$ cat src/rtl/decode_pkg.sv
// decode_pkg: shared opcode encoding, ALU / result-select encodings, the
// E-register control struct and small opcode classification helpers used
// by the decode stage (decode_pipe) and its register file (regfile_p).
package decode_pkg;

  // Opcode field inst[15:12]; codes 9..F decode as NOP.
  typedef enum logic [3:0] {
    OP_ADD  = 4'h0,
    OP_SUB  = 4'h1,
    OP_AND  = 4'h2,
    OP_OR   = 4'h3,
    OP_ADDI = 4'h4,
    OP_LW   = 4'h5,
    OP_SW   = 4'h6,
    OP_BEQ  = 4'h7,
    OP_JAL  = 4'h8
  } opcode_e;

  // ALU operation encodings carried on aluControlE.
  localparam logic [2:0] ALU_ADD = 3'b000;
  localparam logic [2:0] ALU_SUB = 3'b001;
  localparam logic [2:0] ALU_AND = 3'b010;
  localparam logic [2:0] ALU_OR  = 3'b011;

  // Writeback result select carried on resultSrcE.
  localparam logic [1:0] RES_ALU = 2'd0;
  localparam logic [1:0] RES_MEM = 2'd1;
  localparam logic [1:0] RES_PC2 = 2'd2;

  // Control and index portion of the E register. The data operands are
  // DATA_W wide and live beside this struct in decode_pipe.
  typedef struct packed {
    logic       valid;
    logic       reg_write;
    logic       mem_write;
    logic       jump;
    logic       branch;
    logic       alu_src;
    logic [2:0] alu_control;
    logic [1:0] result_src;
    logic [3:0] rd;
    logic [3:0] rs1;
    logic [3:0] rs2;
  } e_ctrl_t;

  // True when the opcode consumes read port 1 (rs1).
  function automatic logic reads_rs1(input logic [3:0] op);
    case (op)
      OP_ADD, OP_SUB, OP_AND, OP_OR,
      OP_ADDI, OP_LW, OP_SW, OP_BEQ: reads_rs1 = 1'b1;
      default:                       reads_rs1 = 1'b0;
    endcase
  endfunction

  // True when the opcode consumes read port 2.
  function automatic logic reads_port2(input logic [3:0] op);
    case (op)
      OP_ADD, OP_SUB, OP_AND, OP_OR,
      OP_SW, OP_BEQ:                 reads_port2 = 1'b1;
      default:                       reads_port2 = 1'b0;
    endcase
  endfunction

  // Stores and branches compare/store the rd field, so port 2 reads rd.
  function automatic logic port2_uses_rd(input logic [3:0] op);
    port2_uses_rd = (op == OP_SW) || (op == OP_BEQ);
  endfunction

endpackage

$ cat src/rtl/decode_pipe_regfile.sv
// regfile_p: NUM_REGS x DATA_W register file, two combinational read ports,
// one synchronous write port. Entry 0 reads as zero and ignores writes.
// Optional macro DECODE_WB_BYPASS_EN forwards a same-cycle write to reads.
module regfile_p #(
  parameter int DATA_W   = 16,
  parameter int NUM_REGS = 16,
  localparam int AW      = (NUM_REGS > 1) ? $clog2(NUM_REGS) : 1
) (
  input  logic              clk,
  input  logic              rst,
  input  logic              i_we,
  input  logic [AW-1:0]     i_waddr,
  input  logic [DATA_W-1:0] i_wdata,
  input  logic [AW-1:0]     i_raddr1,
  input  logic [AW-1:0]     i_raddr2,
  output logic [DATA_W-1:0] o_rdata1,
  output logic [DATA_W-1:0] o_rdata2
);

  logic [DATA_W-1:0] r_regs [NUM_REGS];
  logic              w_wr_en;

  // Writes to entry 0 are discarded so it stays zero forever.
  assign w_wr_en = i_we && (i_waddr != '0);

  // Storage: cleared by reset, written on the rising edge.
  always_ff @(posedge clk) begin
    if (rst) begin
      for (int i = 0; i < NUM_REGS; i++) begin
        r_regs[i] <= '0;
      end
    end else if (w_wr_en) begin
      r_regs[i_waddr] <= i_wdata;
    end
  end

  // Read port 1: array read, optional same-cycle forward, zero for entry 0.
  always_comb begin
    o_rdata1 = r_regs[i_raddr1];
`ifdef DECODE_WB_BYPASS_EN
    if (w_wr_en && (i_waddr == i_raddr1)) o_rdata1 = i_wdata;
`else
    // Without forwarding a same-cycle read returns the pre-write contents.
`endif
    if (i_raddr1 == '0) o_rdata1 = '0;
  end

  // Read port 2: same structure as port 1.
  always_comb begin
    o_rdata2 = r_regs[i_raddr2];
`ifdef DECODE_WB_BYPASS_EN
    if (w_wr_en && (i_waddr == i_raddr2)) o_rdata2 = i_wdata;
`else
    // Without forwarding a same-cycle read returns the pre-write contents.
`endif
    if (i_raddr2 == '0) o_rdata2 = '0;
  end

endmodule

$ cat src/rtl/decode_pipe.sv
// decode_pipe: instruction decode stage. Splits a 16-bit instruction into
// fields, decodes controls and the sign-extended immediate, reads the
// register file (regfile_p) and registers everything into the E register.
// Also raises a combinational load-use stall request.
// Build option: DECODE_WB_BYPASS_EN (handled inside regfile_p) forwards a
// same-cycle writeback value to the register reads.
//
// Pipeline control: the E register has no valid/ready handshake. Each rising
// edge it resets (rst), loads a bubble (flushE), holds (stallD) or loads the
// decoded instruction, in that priority. validE marks a real instruction.
module decode_pipe
  import decode_pkg::*;
#(
  parameter int DATA_W   = 16,
  parameter int NUM_REGS = 16
) (
  input  logic              clk,
  input  logic              rst,
  input  logic [15:0]       inst,
  input  logic              instValid,
  input  logic [DATA_W-1:0] PCPlus2,
  input  logic [DATA_W-1:0] PCF,
  input  logic              regWriteWB,
  input  logic [3:0]        RdestW,
  input  logic [DATA_W-1:0] resultWB,
  input  logic              stallD,
  input  logic              flushE,
  output logic [DATA_W-1:0] PCPlus2E,
  output logic [DATA_W-1:0] PCE,
  output logic [DATA_W-1:0] RD1E,
  output logic [DATA_W-1:0] RD2E,
  output logic [DATA_W-1:0] immExtE,
  output logic [3:0]        RdE,
  output logic [3:0]        Rs1E,
  output logic [3:0]        Rs2E,
  output logic              regWriteE,
  output logic              memWriteE,
  output logic              jumpE,
  output logic              branchE,
  output logic              aluSrcE,
  output logic              validE,
  output logic [2:0]        aluControlE,
  output logic [1:0]        resultSrcE,
  output logic              loadUseHazard
);

  localparam int AW = (NUM_REGS > 1) ? $clog2(NUM_REGS) : 1;

  logic [3:0]        w_op;
  logic [3:0]        w_src2;
  logic [DATA_W-1:0] w_rd1;
  logic [DATA_W-1:0] w_rd2;
  logic [DATA_W-1:0] w_imm;
  e_ctrl_t           w_dec;

  e_ctrl_t           r_e;
  logic [DATA_W-1:0] r_pc2;
  logic [DATA_W-1:0] r_pc;
  logic [DATA_W-1:0] r_rd1;
  logic [DATA_W-1:0] r_rd2;
  logic [DATA_W-1:0] r_imm;

  assign w_op   = inst[15:12];
  // Port 2 index: rd for stores and branches, rs2 otherwise.
  assign w_src2 = port2_uses_rd(w_op) ? inst[11:8] : inst[3:0];

  // Register file; index fields are truncated to their low AW bits.
  regfile_p #(
    .DATA_W   (DATA_W),
    .NUM_REGS (NUM_REGS)
  ) u_rf (
    .clk      (clk),
    .rst      (rst),
    .i_we     (regWriteWB),
    .i_waddr  (RdestW[AW-1:0]),
    .i_wdata  (resultWB),
    .i_raddr1 (inst[4 +: AW]),
    .i_raddr2 (w_src2[AW-1:0]),
    .o_rdata1 (w_rd1),
    .o_rdata2 (w_rd2)
  );

  // Control decode; a bubble (instValid=0) forces every control to 0.
  always_comb begin
    w_dec       = '0;
    w_dec.valid = instValid;
    w_dec.rd    = inst[11:8];
    w_dec.rs1   = inst[7:4];
    w_dec.rs2   = inst[3:0];
    case (w_op)
      OP_ADD: begin
        w_dec.reg_write   = 1'b1;
        w_dec.alu_control = ALU_ADD;
      end
      OP_SUB: begin
        w_dec.reg_write   = 1'b1;
        w_dec.alu_control = ALU_SUB;
      end
      OP_AND: begin
        w_dec.reg_write   = 1'b1;
        w_dec.alu_control = ALU_AND;
      end
      OP_OR: begin
        w_dec.reg_write   = 1'b1;
        w_dec.alu_control = ALU_OR;
      end
      OP_ADDI: begin
        w_dec.reg_write   = 1'b1;
        w_dec.alu_src     = 1'b1;
        w_dec.alu_control = ALU_ADD;
      end
      OP_LW: begin
        w_dec.reg_write   = 1'b1;
        w_dec.alu_src     = 1'b1;
        w_dec.alu_control = ALU_ADD;
        w_dec.result_src  = RES_MEM;
      end
      OP_SW: begin
        w_dec.mem_write   = 1'b1;
        w_dec.alu_src     = 1'b1;
        w_dec.alu_control = ALU_ADD;
      end
      OP_BEQ: begin
        w_dec.branch      = 1'b1;
        w_dec.alu_control = ALU_SUB;
      end
      OP_JAL: begin
        w_dec.reg_write   = 1'b1;
        w_dec.jump        = 1'b1;
        w_dec.alu_src     = 1'b1;
        w_dec.alu_control = ALU_ADD;
        w_dec.result_src  = RES_PC2;
      end
      default: ;
    endcase
    if (!instValid) begin
      w_dec.reg_write   = 1'b0;
      w_dec.mem_write   = 1'b0;
      w_dec.jump        = 1'b0;
      w_dec.branch      = 1'b0;
      w_dec.alu_src     = 1'b0;
      w_dec.alu_control = ALU_ADD;
      w_dec.result_src  = RES_ALU;
    end
  end

  // Immediate select and sign extension to DATA_W.
  always_comb begin
    w_imm = '0;
    case (w_op)
      OP_ADDI, OP_LW, OP_SW: w_imm = {{(DATA_W-4){inst[3]}},  inst[3:0]};
      OP_BEQ:                w_imm = {{(DATA_W-4){inst[11]}}, inst[11:8]};
      OP_JAL:                w_imm = {{(DATA_W-8){inst[7]}},  inst[7:0]};
      default:               w_imm = '0;
    endcase
  end

  // E register: reset > flush (bubble, data zeroed) > stall (hold) > load.
  always_ff @(posedge clk) begin
    if (rst || flushE) begin
      r_e   <= '0;
      r_pc2 <= '0;
      r_pc  <= '0;
      r_rd1 <= '0;
      r_rd2 <= '0;
      r_imm <= '0;
    end else if (!stallD) begin
      r_e   <= w_dec;
      r_pc2 <= PCPlus2;
      r_pc  <= PCF;
      r_rd1 <= w_rd1;
      r_rd2 <= w_rd2;
      r_imm <= w_imm;
    end
  end

  // A load in E whose destination is read through a port the decoding
  // instruction actually uses must stall that instruction.
  assign loadUseHazard = r_e.valid && (r_e.result_src == RES_MEM) &&
                         (r_e.rd != 4'd0) && instValid &&
                         ((reads_rs1(w_op)   && (inst[7:4] == r_e.rd)) ||
                          (reads_port2(w_op) && (w_src2    == r_e.rd)));

  assign PCPlus2E    = r_pc2;
  assign PCE         = r_pc;
  assign RD1E        = r_rd1;
  assign RD2E        = r_rd2;
  assign immExtE     = r_imm;
  assign RdE         = r_e.rd;
  assign Rs1E        = r_e.rs1;
  assign Rs2E        = r_e.rs2;
  assign regWriteE   = r_e.reg_write;
  assign memWriteE   = r_e.mem_write;
  assign jumpE       = r_e.jump;
  assign branchE     = r_e.branch;
  assign aluSrcE     = r_e.alu_src;
  assign validE      = r_e.valid;
  assign aluControlE = r_e.alu_control;
  assign resultSrcE  = r_e.result_src;

endmodule

$ cat config.mk
export PLATFORM = sky130hd
export DESIGN_NAME = decode_pipe
export DESIGN_NICKNAME = d
export VERILOG_FILES = /design/src/rtl/decode_pkg.sv /design/src/rtl/decode_pipe_regfile.sv /design/src/rtl/decode_pipe.sv
export SDC_FILE = /design/constraint.sdc
export NUM_CORES = 1
export LEC_CHECK = 0
export ABC_CLOCK_PERIOD_IN_PS = 8900
export CELL_PAD_IN_SITES_DETAIL_PLACEMENT = 0
export CELL_PAD_IN_SITES_GLOBAL_PLACEMENT = 1
export CORE_AREA = 2 2 196 198
export CTS_CLUSTER_DIAMETER = 120
export DETAILED_ROUTE_END_ITERATION = 8
export DIE_AREA = 0 0 198 200
export MAX_ROUTING_LAYER = met4
export PLACE_DENSITY_LB_ADDON = 0.15
export SLEW_MARGIN = 20
export SYNTH_ARGS = -nofsm -noshare
export SYNTH_HDL_FRONTEND = slang
export SYNTH_SLANG_ARGS = --single-unit
$ cat constraint.sdc
create_clock -name clk -period 8.9 [get_ports clk]
set_clock_uncertainty 0.15 [all_clocks]
set_input_delay 1.78 -clock clk [delete_from_list [all_inputs] [get_ports clk]]
set_output_delay 1.78 -clock clk [all_outputs]
set_load 0.01 [all_outputs]
==> results.md, run 1 <==
* F_max at 0.1504 GHz
* Largest net degree at the start of global routing at 79
* Die area at 39600 µm²
* Total power at 4.040 mW
* Pwr per Cell Area at 182.2 nW/µm²
* Post-synth ARST share at 0
* Critical path class: in -> out
* I/O Buffers at 176
* Sequential share of power at 0.467
* Setup tns final at 0 ns
* Total CTS buffers at 39
* Final hold vios at 0
* HP Class: reg -> reg
* DRC at 0
* Post-CTS setup buffer count at 0
* Synthesized area at 18800 µm²
* Psw at 990.4 µW
* Min Clock Period, post-route at 6.649 ns
* Commonest cells after routing, fill and taps aside: edfxtp_1, and2_1, clkdlybuf4s50_1
* RSZ-0062 raised after global routing: no
* Post-Syn Instances at 1442
* EDFF count, synth at 256
* Io pins at 178
* WL/cell at 27.13 µm
* Internal Pwr Total at 3.050 mW
* FILL cells at 3016
* DRT Wirelength at 57330 µm
* Drt pass-1 iters at 6
* Final setup vio count at 0
* P&R area growth vs syn at 17.92%
* Largest area contributor in the netlist: edfxtp_1
* Placeable Area at 37400 µm²
* Synth Flop Type: edfxtp_1
* Antenna Nets Post-Route at 0
* Clock sink count at 349
* Final Max Slew Viols at 0
* Sequential fraction of the synthesis area at 0.5078
* Clock power share at 0.399
* Rows at 71
* Pleak at 8.042 nW
* Post-DP HPWL at 34780 µm
* Period utilisation layout at 0.7471
* Sw Ratio at 0.2451
* GRT Residual Overflow at 0
* Slew HR at 0.3622
* Final net count at 1647
* Largest fanout on the critical path at 26
* Initial antenna violation count at 2
* DIE HEIGHT at 200 µm
* Combinational share of power at 0.134
* Post-CTS Resized at 0
* Data required time of the worst path at 6.97 ns
* Maximum VDD drop at 0.1211 mV
* Layout cell share with drive strength beyond 1 at 0.1730
* First-pass GRT wire length at 83790 µm
* DRT iter0 DRCs at 1256
* FF+latch count, synth at 349
* Synth Area per Inst at 13.04 µm²
* Die Wd at 198 µm
* Data arrival, critical path at 4.72 ns
* CTS tree: done
* Status: finished clean
* Clk slew on worst S/H paths at 0.06 ns
* Max Cap Violations at 0
* Total number of vias at 12990
* GRT Total Usage at 0.3028
* Top cells by area, synth: edfxtp_1, mux4_2, dfxtp_1
* GPL Wtd Cong at 0.8260
* Crit path capture type: primary output
* Vias in the first global route at 12990
* Starting Density at 0.5028
* Synth top area share at 0.4088
* Commonest non-fill, non-tap cell in the layout: edfxtp_1
* CTS max path bufs at 3
* Post-CTS Hold Fix Bufs at 0
* Worst setup SP type: primary input
* H-tree depth at 2
* Actual slew at the worst max-slew pin at 0.9532 ns
* YS warnings at 0
* Distinct cell type count after synthesis at 56
* Clk_lat worst skew at 0.54 ns
* Clk root buf: clkbuf_16
* Drt via density at 6.147
[path summary, 6_finish.rpt]
check | start | endpoint | slack, ns | cells after the start
hold reg to reg | memWriteE | memWriteE | 0.31 | 2
hold / removal | memWriteE | memWriteE | 0.31 | 2
setup / recovery | inst[9] | loadUseHazard | 2.25 | 9
setup reg to reg | u_rf.r_regs[3][9] | RD1E[9] | 6.88 | 4
[flip-flops by register name (all words and copies together), names as in the netlist]
| register | cells |
|---|---|
| u_rf.r_regs | 256 |
| PCE | 16 |
| PCPlus2E | 16 |
| RD1E | 16 |
| RD2E | 16 |
| immExtE | 8 |
| RdE | 4 |
| Rs1E | 4 |
| Rs2E | 4 |
| aluControlE | 2 |
| aluSrcE | 1 |
| branchE | 1 |
| jumpE | 1 |
| memWriteE | 1 |
| regWriteE | 1 |
| resultSrcE | 1 |
| validE | 1 |
[synthesized netlist by cell type (8+ instances only)]
library cell,number
or2_2,16
nor2b_1,14
a21oi_1,25
edfxtp_1,256
mux2_2,16
nor3_1,11
nand3_1,27
a211oi_1,20
mux2i_1,128
and2_1,240
a22o_1,8
buf_2,25
dfxtp_1,93
nand2_1,74
a22oi_1,26
buf_1,9
nor2_1,105
mux4_2,138
a32oi_1,10
buf_4,11
o21ai_0,12
clkbuf_1,88
[layout make-up]
| cell class | count | area [µm²] | share of cell area |
|---|---|---|---|
| inverter | 2 | 7.507 | 0.0003386 |
| clock inverter | 14 | 143.9 | 0.006489 |
| multi-input combinational | 968 | 8686 | 0.3917 |
| tap | 511 | 639.4 | 0.02883 |
| antenna | 1 | 2.502 | 0.0001129 |
| sequential | 349 | 9549 | 0.4307 |
| timing repair buffer | 213 | 2027 | 0.09141 |
| clock buffer | 55 | 1119 | 0.05045 |
[per-stage QoR]
stage / utilization / hold WS [ns] / cells / area, µm² / setup WS [ns]
2_1_floorplan: - / 0.3319 / 1458 / 18860 / 3.406
3_3_place_gp: 0.5591 / 0.2992 / 2043 / 20910 / 2.276
3_5_place_dp: 0.5591 / 0.3000 / 2043 / 20910 / 2.289
4_1_cts: 0.5928 / 0.3164 / 2112 / 22170 / 2.275
5_1_grt: 0.5929 / 0.3374 / 2113 / 22170 / 2.125
6_report: 0.5929 / 0.3128 / 2113 / 22170 / 2.251
[layer usage]
metal | share of wire | vias up | wire, µm | global-route usage
met5 | 0 | - | 0 | -
li1 | - | 5688 | - | -
met2 | 0.46 | 660 | 26300 | 0.4677
met4 | 0.029 | 0 | 1686 | 0.09217
met1 | 0.41 | 6533 | 23550 | 0.4040
met3 | 0.10 | 107 | 5800 | 0.06720
[critical path: stages]
cell and delay [ns]:
clkdlybuf4s50_1 0.62, and4b_1 0.45, a21oi_4 0.15, buf_4 0.51, xnor2_1 0.12, nor3_1 0.21, a31oi_1 0.13, nor3_1 0.16
clkdlybuf4s50_1 0.57
[cells by family (layout without fill, tap and decap cells)]
group | Yosys count | after routing | share of synthesized area
DFF | 349 | 349 | 0.5078
buffers and inverters | 141 | 284 | 0.03487
other | 1 | 18 | 0.0001994
AOI/OAI and AO/OA | 141 | 141 | 0.05350
and+or+nand+nor | 511 | 511 | 0.1456
muxes | 291 | 291 | 0.2543
xor gates and xnor gates | 8 | 8 | 0.003726
[power groups by stage]
stage	combinational [mW]	sequential, mW	clock (mW)
3_3_place_gp	0.534	1.91	0
6_report	0.540	1.89	1.61
2_1_floorplan	0.346	1.91	0
4_1_cts	0.539	1.89	1.63
3_5_place_dp	0.537	1.92	0
5_1_grt	0.574	1.90	1.70
(Power assumes the default switching activity.)
==> inputs of run 2 (changes only) <==
ABC_CLOCK_PERIOD_IN_PS = 6200   (was 8900)
CORE_AREA = 2 2 201 203   (was 2 2 196 198)
DIE_AREA = 0 0 203 205   (was 0 0 198 200)
clock period = 6.2 ns   (was 8.9 ns; I/O delays follow)
==> run 2 against run 1 <==
Compared with the run above:
- via count grew 0.53%
- final cell count increased by 0.80%
- sequential cell count unchanged
- routed wire length rose by 2.9%
- die area is 5.1% higher
- clock power grew 32%
- highest routed layer unchanged
==> results.md, run 2 (same netlist as run 1, synthesis figures left out) <==
* Reg with most FFs: u_rf.r_regs
* Largest net degree at the start of global routing at 79
* Min Clock Period, post-route at 5.232 ns
* FILL cells at 3211
* Hold slack at 0.3235 ns
* Max reg flops at 256
* Io pins at 178
* Vias in the first global route at 12980
* RSZ-0062 raised after global routing: no
* GPL Wtd Cong at 0.8233
* Commonest cells after routing, fill and taps aside: edfxtp_1, and2_1, clkdlybuf4s50_1
* Die area at 41620 µm²
* I/O Buffers at 176
* GRT Total Usage at 0.2941
* Total CTS buffers at 38
* H-tree depth at 2
* F_max at 0.1911 GHz
* Antenna Nets Post-Route at 0
* DRT iter0 DRCs at 1430
* Period utilisation layout at 0.8439
* P&R area growth vs syn at 17.41%
* First-pass GRT wire length at 86170 µm
* GRT Residual Overflow at 0
* Total number of vias at 13060
* Data required time of the worst path at 4.81 ns
* Worst setup SP type: primary input
* Clock sink count at 349
* Rows at 73
* Crit path capture type: primary output
* Clk_lat worst skew at 0.54 ns
* Drt via density at 6.130
* Initial antenna violation count at 5
* Actual slew at the worst max-slew pin at 1.240 ns
* Pleak at 7.983 nW
* Data arrival, critical path at 3.84 ns
* Clk slew on worst S/H paths at 0.06 ns
* Final hold vios at 0
* Largest fanout on the critical path at 16
* Status: finished clean
* Drt pass-1 iters at 5
* Final setup vio count at 0
* Critical path class: in -> out
* Layout cell share with drive strength beyond 1 at 0.1685
* DRT Wirelength at 59010 µm
* Starting Density at 0.4777
* Commonest non-fill, non-tap cell in the layout: edfxtp_1
* Post-CTS setup buffer count at 0
* Final Max Slew Viols at 0
* Die Wd at 203 µm
* Final net count at 1649
* HP Class: reg -> reg
* Post-CTS Resized at 0
* CTS max path bufs at 3
* Slew HR at 0.1703
* DRC at 0
* DIE HEIGHT at 205 µm
* Post-DP HPWL at 35500 µm
* Placeable Area at 39370 µm²
* Maximum VDD drop at 0.1480 mV
* Post-CTS Hold Fix Bufs at 0
* Clk root buf: clkbuf_16
* Setup tns final at 0 ns
* WL/cell at 27.70 µm
* Pwr per Cell Area at 254.1 nW/µm²
* CTS tree: done
* Max Cap Violations at 0
[run 2: through the flow]
step | std cells | util | instance area, µm² | setup WS [ns] | total power [mW]
global route | 2130 | 0.5608 | 22080 | 0.7829 | 5.792
floorplan | 1458 | - | 18860 | 1.786 | 3.234
global placement | 2060 | 0.5321 | 20950 | 1.011 | 3.519
finish | 2130 | 0.5608 | 22080 | 0.9675 | 5.610
detailed placement | 2060 | 0.5321 | 20950 | 0.9951 | 3.534
CTS | 2127 | 0.5607 | 22070 | 0.9721 | 5.636
[run 2: worst paths after layout]
| kind | from | endpoint | slack, ns | cells after the start |
|---|---|---|---|---|
| worst min-delay path | memWriteE | memWriteE | 0.32 | 2 |
| worst max-delay path | inst[15] | loadUseHazard | 0.97 | 8 |
| worst max register to register | u_rf.r_regs[7][9] | RD1E[9] | 4.16 | 4 |
| worst min register to register | memWriteE | memWriteE | 0.32 | 2 |
[run 2: routing by layer]
metal  routed length [µm]  vias up  track usage
met4                 1650        0      0.08916
met1                24130     6571       0.3951
met3                 5691      103      0.04757
met2                27530      695       0.4633
met5                    0        -            -
li1                     -     5688            -
[run 2: final cells by class]
cell class	instances	area, µm²	share of cell area
Clock buffer	51	1021	0.04624
Sequential cell	349	9549	0.4325
Inverter	2	7.507	0.0003400
Tap cell	525	656.9	0.02975
Multi-Input combinational cell	968	8686	0.3934
Timing Repair Buffer	216	2049	0.09283
Clock inverter	16	101.3	0.004590
Antenna cell	3	7.507	0.0003400
[run 2: worst max-delay path, stage by stage]
cell and delay [ns]:
clkdlybuf4s50_1 0.68, nand3b_4 0.39, mux2i_1 0.38, xnor2_1 0.10, nor3_1 0.20, a31oi_1 0.13
nor3_1 0.14, clkdlybuf4s50_1 0.57
[run 2: power by group]
| part | total, mW | internal [mW] | switching [mW] |
|---|---|---|---|
| registers | 2.71 | 2.63 | 0.0816 |
| logic | 0.780 | 0.370 | 0.410 |
| clock network | 2.12 | 1.20 | 0.922 |
